File: config.mk
export PLATFORM = sky130hd
export DESIGN_NAME = rgb_stream_out
export DESIGN_NICKNAME = d
export VERILOG_FILES = /design/src/rtl/rgb_stream_out_pkg.sv /design/src/rtl/rgb_stream_out_pix_fifo2.sv /design/src/rtl/rgb_stream_out.sv
export SDC_FILE = /design/constraint.sdc
export NUM_CORES = 1
export LEC_CHECK = 0
export ABC_CLOCK_PERIOD_IN_PS = 8750
export CAP_MARGIN = 20
export CORE_MARGIN = 2
export CORE_UTILIZATION = 49
export CTS_CLUSTER_SIZE = 28
export DETAILED_ROUTE_END_ITERATION = 7
export HOLD_SLACK_MARGIN = 0.12
export PLACE_DENSITY = 0.72
export REMOVE_ABC_BUFFERS = 1
export SYNTH_ARGS = -nofsm -noshare
export SYNTH_HDL_FRONTEND = slang
export SYNTH_SLANG_ARGS = --single-unit
File: constraint.sdc
create_clock -name clk -period 8.75 [get_ports clk]
set_clock_uncertainty 0.1 [all_clocks]
set_input_delay 1.75 -clock clk [delete_from_list [all_inputs] [get_ports clk]]
set_output_delay 1.75 -clock clk [all_outputs]
set_load 0.005 [all_outputs]
File: src/rtl/rgb_stream_out_pkg.sv
// Shared constants, FSM encoding and luma helper for the RGB plane readout
// stage that streams demosaiced pixels to a valid/ready consumer.
package rgb_stream_out_pkg;

    localparam int IMG_W  = 128;
    localparam int IMG_H  = 128;
    localparam int ADDR_W = 14;

    localparam logic [ADDR_W-1:0] PIX_LAST = ADDR_W'(IMG_W * IMG_H - 1);

    localparam logic [7:0] LUMA_R = 8'd77;
    localparam logic [7:0] LUMA_G = 8'd150;
    localparam logic [7:0] LUMA_B = 8'd29;

    typedef enum logic [1:0] {
        ST_IDLE   = 2'd0,
        ST_RUN    = 2'd1,
        ST_DRAIN  = 2'd2,
        ST_FINISH = 2'd3
    } state_t;

    typedef struct packed {
        logic [7:0] r;
        logic [7:0] g;
        logic [7:0] b;
        logic [7:0] y;
        logic [6:0] row;
        logic [6:0] col;
        logic       last;
    } pix_t;

    localparam int PIX_W = $bits(pix_t);

    // Coefficients sum to 256, so the rounded result always fits in 8 bits.
    function automatic logic [7:0] luma(input logic [7:0] r, input logic [7:0] g,
                                        input logic [7:0] b);
        logic [15:0] acc;
        acc = 16'(LUMA_R) * 16'(r) + 16'(LUMA_G) * 16'(g) + 16'(LUMA_B) * 16'(b) + 16'd128;
        return acc[15:8];
    endfunction

endpackage

File: src/rtl/rgb_stream_out_pix_fifo2.sv
// Two-entry FIFO holding returned pixels between the plane read port and the
// output handshake; clr empties it without touching the stored words.
module pix_fifo2 #(
    parameter int W = 8
) (
    input  logic         clk,
    input  logic         reset,
    input  logic         clr,
    input  logic         push,
    input  logic         pop,
    input  logic [W-1:0] din,
    output logic [W-1:0] dout,
    output logic         full,
    output logic         empty,
    output logic [1:0]   count
);

    logic [W-1:0] mem [2];
    logic         wr_ptr;
    logic         rd_ptr;
    logic         do_push;
    logic         do_pop;

    assign full    = (count == 2'd2);
    assign empty   = (count == 2'd0);
    assign do_pop  = pop && !empty;
    assign do_push = push && (!full || do_pop);
    assign dout    = mem[rd_ptr];

    always_ff @(posedge clk) begin
        if (!reset) begin
            mem[0] <= '0;
            mem[1] <= '0;
            wr_ptr <= 1'b0;
            rd_ptr <= 1'b0;
            count  <= 2'd0;
        end else if (clr) begin
            wr_ptr <= 1'b0;
            rd_ptr <= 1'b0;
            count  <= 2'd0;
        end else begin
            if (do_push) begin
                mem[wr_ptr] <= din;
                wr_ptr      <= ~wr_ptr;
            end
            if (do_pop) begin
                rd_ptr <= ~rd_ptr;
            end
            case ({do_push, do_pop})
                2'b10:   count <= count + 2'd1;
                2'b01:   count <= count - 2'd1;
                default: count <= count;
            endcase
        end
    end

endmodule

File: src/rtl/rgb_stream_out.sv
// Reads the three 128x128 colour planes in raster order and streams each pixel
// with its luma and coordinates over a valid/ready output port.
module rgb_stream_out
    import rgb_stream_out_pkg::*;
(
    input  logic              clk,
    input  logic              reset,
    input  logic              start,
    output logic              wr_r,
    output logic              wr_g,
    output logic              wr_b,
    output logic [ADDR_W-1:0] addr_r,
    output logic [ADDR_W-1:0] addr_g,
    output logic [ADDR_W-1:0] addr_b,
    input  logic [7:0]        rdata_r,
    input  logic [7:0]        rdata_g,
    input  logic [7:0]        rdata_b,
    output logic              out_valid,
    input  logic              out_ready,
    output logic [7:0]        out_r,
    output logic [7:0]        out_g,
    output logic [7:0]        out_b,
    output logic [7:0]        out_y,
    output logic [6:0]        out_row,
    output logic [6:0]        out_col,
    output logic              out_last,
    output logic              busy,
    output logic              done,
    output logic [1:0]        state_dbg
);

    // Handshake: a pixel transfers on a rising edge where out_valid && out_ready;
    // while out_valid && !out_ready the head pixel and out_valid hold unchanged.

    state_t            state;
    state_t            state_nxt;
    logic [ADDR_W-1:0] rd_addr;
    logic [ADDR_W-1:0] flight_addr;
    logic              in_flight;
    logic              start_run;
    logic              issue;
    logic              pop;
    logic              fifo_full;
    logic              fifo_empty;
    logic [1:0]        fifo_count;
    logic [2:0]        occ_eff;
    pix_t              push_pix;
    pix_t              head_pix;
    logic [PIX_W-1:0]  head_vec;

    assign start_run = start && ((state == ST_IDLE) || (state == ST_FINISH));
    assign pop       = out_valid && out_ready;

    // Occupancy counts the slot freed by this cycle's pop, which is what lets
    // a read issue every cycle while the consumer keeps up.
    assign occ_eff = {1'b0, fifo_count} - {2'b00, pop} + {2'b00, in_flight};
    assign issue   = (state == ST_RUN) && (!fifo_full || pop) && (occ_eff < 3'd2);

    always_comb begin
        state_nxt = state;
        case (state)
            ST_IDLE:   if (start) state_nxt = ST_RUN;
            ST_RUN:    if (issue && (rd_addr == PIX_LAST)) state_nxt = ST_DRAIN;
            ST_DRAIN:  if (pop && head_pix.last) state_nxt = ST_FINISH;
            ST_FINISH: if (start) state_nxt = ST_RUN;
            default:   state_nxt = ST_IDLE;
        endcase
    end

    always_ff @(posedge clk) begin
        if (!reset) begin
            state       <= ST_IDLE;
            rd_addr     <= '0;
            flight_addr <= '0;
            in_flight   <= 1'b0;
        end else begin
            state <= state_nxt;
            if (start_run) begin
                rd_addr   <= '0;
                in_flight <= 1'b0;
            end else begin
                in_flight <= issue;
                if (issue) begin
                    flight_addr <= rd_addr;
                    if (rd_addr != PIX_LAST) begin
                        rd_addr <= rd_addr + ADDR_W'(1);
                    end
                end
            end
        end
    end

    always_comb begin
        push_pix      = '0;
        push_pix.r    = rdata_r;
        push_pix.g    = rdata_g;
        push_pix.b    = rdata_b;
        push_pix.y    = luma(rdata_r, rdata_g, rdata_b);
        push_pix.row  = flight_addr[13:7];
        push_pix.col  = flight_addr[6:0];
        push_pix.last = (flight_addr == PIX_LAST);
    end

    pix_fifo2 #(.W(PIX_W)) u_fifo (
        .clk   (clk),
        .reset (reset),
        .clr   (start_run),
        .push  (in_flight),
        .pop   (pop),
        .din   (push_pix),
        .dout  (head_vec),
        .full  (fifo_full),
        .empty (fifo_empty),
        .count (fifo_count)
    );

    assign head_pix  = pix_t'(head_vec);
    assign out_valid = !fifo_empty;
    assign out_r     = head_pix.r;
    assign out_g     = head_pix.g;
    assign out_b     = head_pix.b;
    assign out_y     = head_pix.y;
    assign out_row   = head_pix.row;
    assign out_col   = head_pix.col;
    assign out_last  = head_pix.last;

    assign wr_r      = 1'b0;
    assign wr_g      = 1'b0;
    assign wr_b      = 1'b0;
    assign addr_r    = rd_addr;
    assign addr_g    = rd_addr;
    assign addr_b    = rd_addr;
    assign busy      = (state == ST_RUN) || (state == ST_DRAIN);
    assign done      = (state == ST_FINISH);
    assign state_dbg = state;

endmodule

==> results.txt, run 1 <==
Pleak: 0.004815 µW
Max-Cap Viols: 0
CP Launch Type: input pin
Total Die Area: 0.01992 mm²
GR Overflow Total: 0
area leader, netlist: edfxtp_1
commonest non-fill, non-tap cell in the layout: clkdlybuf4s50_1
drt first pass iters: 4
cell area after layout: 0.01108 mm²
Peak VDD IR: 0.0004067 V
WP data arrival: 8.46 ns
Post-CTS Hold Buffers: 0
DR iter-0 viols: 264
number of synthesized flops with an enable pin: 94
Clock Path Buffers: 2
Chip Height: 141.2 µm
setup bufs post-CTS: 0
CP Max Fanout: 5
Final Cycle Share: 94.68%
CP delay by family, top: adder cells
area delta synth->final: 20.24%
post-route ant nets: 0
CTS Sinks: 130
clk_lat worst skew: 0.43 ns
worst hold path type: reg2reg
most frequent cells in the layout: clkdlybuf4s50_1 (121), inv_1 (119), ha_1 (103)
post-synth top area share: 30.62%
Crit. End Element: register
run status: finished clean
final setup vio count: 0
wire length per cell: 15.51 µm
Top-Level Pins: 125
Crit path required time: 8.93 ns
nets: 1,123
Final Max Slew Viols: 0
WL final: 18.34 mm
Synth Area per Inst: 11.04 µm²
buffers added on ports: 121
most frequent cell on the critical path: ha_1
CTS tree: built
vias in the first global route: 5,875
most common flop cell mapped by yosys: edfxtp_1
hpwl dp: 13.78 mm
Core Region: 0.01858 mm²
Num CTS Buffers: 17
Total GRT Usage: 19.43%
drt drc: 0
first-pass GRT wire length: 30.28 mm
post-synth design cell area: 0.009218 mm²
library cells used by synthesis: 51
RSZ-0062 raised after global routing: no
top post-synthesis cells by area: edfxtp_1 (31%), ha_1 (14%), fa_1 (12%)
WP buf/inv: 5
power density cells: 339.5 mW/mm²
Hold Vio Cnt, Final: 0
Final Wtd Congestion: 0.8934
num rows: 50
layout cells sized above 1: 10.85%
Initial Util: 49.61%
Syn Inst Count: 835
drt via density: 5.057
Worst-path clk slew: 0.07 ns
maximum clock frequency: 120.7 MHz
Slowest cell on crit path: or4_1
Die W: 141.2 µm
overall power: 3763 µW
synthesis-stage register bit count: 130
post-CTS sizing: 0
share of flip-flops with an asynchronous set or reset: 0%
Clock Tree Root: clkbuf_16
crit path kind: in2reg
Setup TNS: 0 ns
dpl cell area: 0.01050 mm²
H-Tree Depth: 4
crit-path max cell delay: 0.53 ns
min cycle time layout: 8.284 ns
Max-Slew Margin vs Limit: 26.75%
Antenna Cells: 0
initial antenna violation count: 0
total number of vias: 5,983
Worst Max-Slew Pin Slew: 1.099 ns
Yosys Warn Count: 0
largest net degree at the start of global routing: 35
sequential area share after synthesis: 38.44%
-- report_power, final --
part | total (µW) | internal, µW | switching (µW) | leakage (µW)
registers | 723 | 703 | 19.9 | 0.00126
logic | 2340 | 999 | 1340 | 0.00327
clock network | 697 | 381 | 316 | 0.000285
-- cells in the mapped netlist (2+ instances only) --
cell and n:
a21o_1 7, nand2b_1 7, buf_2 4, nand4_1 9, o21a_1 2, xnor2_1 13
o31ai_1 4, o21ai_0 9, nand3_1 9, mux2i_1 18, and2_1 59, xor2_1 16
mux2_2 47, nor3_1 11, a311oi_1 2, and3_1 3, nor4_1 3, o211ai_1 2
ha_1 103, clkbuf_1 14, buf_4 32, edfxtp_1 94, a21oi_1 18, nor2b_1 2
a211oi_1 3, or2_2 3, or3_1 3, nand2_1 34, o21bai_1 2, fa_1 56
nor2_1 73, inv_1 119, dfxtp_1 36
-- sequential cells by signal, indices dropped and copies added (netlist names), named ones only --
| signal | flops |
|---|---|
| u_fifo.mem | 94 |
| addr_b | 14 |
| flight_addr | 14 |
| state_dbg | 2 |
| u_fifo.count | 2 |
| in_flight | 1 |
| u_fifo.rd_ptr | 1 |
| u_fifo.wr_ptr | 1 |
-- cells by family (layout without fill, tap and decap cells) --
logic type	Yosys count	count (layout)	synth area share [%]
flops	130	130	38.44
buf+inv	169	281	8.239
xor+xnor	29	29	2.755
other cells	1	3	0.04068
compound gates	59	59	4.276
fa+ha+maj	159	159	26.14
mux	65	65	7.696
simple gates	223	223	12.41
-- layer usage --
metal / global-route usage, % / part of all wire, % / up-vias / wire length [µm]
met3: 2.989 / 2.5 / 14 / 460
met5: 0 / 0 / - / 0
met1: 26.62 / 47 / 2898 / 8610
li1: - / - / 2976 / -
met2: 31.83 / 49 / 95 / 9008
met4: 6.316 / 1.4 / 0 / 265
-- worst min-delay path, cell delays in order, from the launching register on --
cell     delay [ns]
dfxtp_1        0.33
xor2_1         0.08
nor2_1         0.08
-- final cells by class --
class / count / area, µm²
Multi-Input combinational cell: 538 / 4937
Timing Repair Buffer: 130 / 1279
Tap cell: 234 / 292.8
Clock inverter: 15 / 157.7
Sequential cell: 130 / 3545
Fill cell: 1528 / 7497
Clock buffer: 17 / 425.4
Inverter: 119 / 446.7
-- path summary, 6_finish.rpt --
check,end,startpoint,cells past startpoint,slack (ns)
setup / recovery,u_fifo.mem[0][21],rdata_g[3],25,0.47
hold reg to reg,register,u_fifo.rd_ptr,2,0.41
setup reg to reg,u_fifo.mem[1][40],state_dbg[0],7,4.93
hold / removal,register,u_fifo.rd_ptr,2,0.41
-- per-stage QoR --
step                      hold slack [ns]  worst slack, ns  util [%]  std cells
after floorplan                    0.3725           0.9144         -        787
after global placement             0.3880           0.1662     56.51       1151
after detailed placement           0.3964          0.06329     56.51       1151
after CTS                          0.4181           0.4853     59.65       1183
after global routing               0.4616           0.1030     59.65       1183
final                              0.4126           0.4656     59.65       1183
(Power assumes the default switching activity.)
==> inputs of run 2 (changes only) <==
--- a/config.mk
+++ b/config.mk
@@ -11,8 +11,8 @@
 export CORE_UTILIZATION = 49
 export CTS_CLUSTER_SIZE = 28
 export DETAILED_ROUTE_END_ITERATION = 7
+export DONT_BUFFER_PORTS = 1
 export HOLD_SLACK_MARGIN = 0.12
-export PLACE_DENSITY = 0.72
 export REMOVE_ABC_BUFFERS = 1
 export SYNTH_ARGS = -nofsm -noshare
 export SYNTH_HDL_FRONTEND = slang
==> run 2 against run 1 <==
Compared with the run above:
- via count shrank 5.6%
- fmax grew 4.7%
- critical path type unchanged
- critical path depth shrank 1
- hold slack lost 0.0034 ns
- setup slack gained 0.37 ns
- critical endpoint is now u_fifo.mem[1][21]
==> results.txt, run 2 (synthesis results as in run 1) <==
drt via density: 5.334 (was 5.057)
Worst Max-Slew Pin Slew: 0.9410 ns (was 1.099 ns)
Antenna Cells: 0 (unchanged)
CTS tree: built (unchanged)
Setup TNS: 0 ns (unchanged)
H-Tree Depth: 4 (unchanged)
Slowest cell on crit path: or4_1 (unchanged)
RSZ-0062 raised after global routing: no (unchanged)
total number of vias: 5,649 (was 5,983)
commonest non-fill, non-tap cell in the layout: inv_1 (was clkdlybuf4s50_1)
min cycle time layout: 7.911 ns (was 8.284 ns)
WP buf/inv: 4 (was 5)
WP data arrival: 8.08 ns (was 8.46 ns)
Worst-path clk slew: 0.06 ns (was 0.07 ns)
crit path kind: in2reg (unchanged)
max reg flops: 94 (unchanged)
wire length per cell: 17.75 µm (was 15.51 µm)
Num CTS Buffers: 17 (unchanged)
first-pass GRT wire length: 30.87 mm (was 30.28 mm)
Final Wtd Congestion: 0.8660 (was 0.8934)
Peak VDD IR: 0.0004372 V (was 0.0004067 V)
power density cells: 378.3 mW/mm² (was 339.5 mW/mm²)
final setup vio count: 0 (unchanged)
cell area after layout: 0.009856 mm² (was 0.01108 mm²)
crit-path max cell delay: 0.53 ns (about the same)
Die W: 141.2 µm (unchanged)
CP Launch Type: input pin (unchanged)
Min-Delay Endpoint: u_fifo.rd_ptr
Pleak: 0.004357 µW (was 0.004815 µW)
nets: 999 (was 1,123)
CP delay by family, top: adder cells (unchanged)
CP Cell Sequence: ha_1, ha_1, ha_1, inv_1, fa_1, inv_1, ha_1, nand2_1, o21ai_0, nor2_1, xnor2_1, fa_1, fa_1, inv_1, fa_1, inv_1, fa_1, ha_1, ha_1, o21ai_0, o2bb2ai_1, or4_1, nand3b_1, mux2i_1
worst hold path type: reg2reg (unchanged)
Total GRT Usage: 19.88% (was 19.43%)
post-route ant nets: 0 (unchanged)
RR Startpoint: state_dbg[0] (unchanged)
buffers added on ports: 0 (was 121)
hpwl dp: 14.28 mm (was 13.78 mm)
Clock Tree Root: clkbuf_16 (unchanged)
initial antenna violation count: 0 (unchanged)
run status: finished clean (unchanged)
Layout fillers: 1,623 (was 1,528)
Total Die Area: 0.01992 mm² (unchanged)
GR Overflow Total: 0 (unchanged)
post-CTS sizing: 0 (unchanged)
most frequent cells in the layout: inv_1 (119), ha_1 (103), edfxtp_1 (94) (was clkdlybuf4s50_1 (121), inv_1 (119), ha_1 (103))
setup bufs post-CTS: 0 (unchanged)
Hold Crit Depth: 2 (unchanged)
R2R depth: 7 (unchanged)
WL final: 18.80 mm (was 18.34 mm)
Top-Level Pins: 125 (unchanged)
drt drc: 0 (unchanged)
Initial Util: 49.61% (unchanged)
CTS Sinks: 130 (unchanged)
reg2reg end: u_fifo.mem[1][10] (was u_fifo.mem[1][40])
layout cells sized above 1: 12.12% (was 10.85%)
maximum clock frequency: 126.4 MHz (was 120.7 MHz)
Final Max Slew Viols: 0 (unchanged)
flop2flop setup slack: 4.87 ns (was 4.93 ns)
dpl cell area: 0.009259 mm² (was 0.01050 mm²)
vias in the first global route: 6,054 (was 5,875)
largest net degree at the start of global routing: 32 (was 35)
Largest Register: u_fifo.mem (unchanged)
Reg area: 0.003545 mm² (unchanged)
DR iter-0 viols: 191 (was 264)
num rows: 50 (unchanged)
Max-Slew Margin vs Limit: 36.93% (was 26.75%)
Final Cycle Share: 90.41% (was 94.68%)
Max-Cap Viols: 0 (unchanged)
Chip Height: 141.2 µm (unchanged)
Post-CTS Hold Buffers: 0 (unchanged)
area delta synth->final: 6.923% (was 20.24%)
Crit. End Element: register (unchanged)
drt first pass iters: 4 (unchanged)
Core Region: 0.01858 mm² (unchanged)
Hold Vio Cnt, Final: 0 (unchanged)
most frequent cell on the critical path: ha_1 (unchanged)
Crit path required time: 8.92 ns (was 8.93 ns)
CP Max Fanout: 6 (was 5)
Clock Path Buffers: 2 (unchanged)
clk_lat worst skew: 0.42 ns (was 0.43 ns)
Hold Path Origin: u_fifo.rd_ptr (unchanged)
multi-input logic area: 0.004937 mm² (unchanged)
-- run 2: cell types whose count changed in the layout (fill, tap and decap cells not counted) --
| cell | before | now |
|---|---|---|
| inv_4 | 0 | 1 |
| clkinv_4 | 2 | 0 |
| clkdlybuf4s50_1 | 121 | 0 |
| buf_8 | 0 | 1 |
| inv_6 | 5 | 6 |
| inv_8 | 5 | 3 |
| clkinvlp_4 | 1 | 2 |
| clkinv_8 | 2 | 3 |
| buf_4 | 9 | 5 |
-- run 2: cell type report --
class                      instances  area share (%)
tap                              234           2.971
timing repair buffer               6          0.5332
multi-input combinational        538           50.10
inverter                         119           4.532
clock buffer                      17           4.316
sequential                       130           35.97
clock inverter                    15           1.587
-- run 2: worst max-delay path by stage --
| stage | from | end | slack [ns] | depth (start not counted) |
|---|---|---|---|---|
| floorplan | rdata_g[3] | u_fifo.mem[0][21] | 0.91 | 24 |
| global placement | rdata_g[3] | u_fifo.mem[0][21] | 0.61 | 24 |
| detailed placement | rdata_g[3] | u_fifo.mem[1][21] | 0.42 | 24 |
| CTS | rdata_g[3] | u_fifo.mem[1][21] | 0.83 | 24 |
| global route | rdata_g[3] | u_fifo.mem[0][21] | 0.48 | 24 |
| finish | rdata_g[3] | u_fifo.mem[1][21] | 0.84 | 24 |
-- run 2: tightest hold or removal path: stages, from the launching register on --
cell     delay (ns)
dfxtp_1        0.32
xor2_1         0.08
nor2_1         0.08
-- run 2: metrics by stage --
stage,hold WS [ns],worst slack [ns],instances,total power (µW),util (%)
floorplan,0.3725,0.9144,787,2534,-
global placement,0.3899,0.6117,1026,2937,49.83
detailed placement,0.3985,0.4192,1026,3037,49.83
CTS,0.4148,0.8271,1058,3757,52.96
global route,0.4409,0.4753,1059,4113,53.04
finish,0.4092,0.8387,1059,3729,53.04
-- run 2: report_power, final --
| group | internal [µW] | leakage, µW | switching, µW |
|---|---|---|---|
| combinational | 941 | 0.00282 | 1360 |
| clock | 380 | 0.000280 | 318 |
| sequential | 703 | 0.00126 | 22.8 |
-- run 2: per-layer routing --
layer	up-vias	routed length (µm)	global-route usage [%]
li1	2729	-	-
met1	2785	8074	24.37
met2	112	9571	35.18
met3	23	834	4.484
met4	0	318	5.737
met5	-	0	0
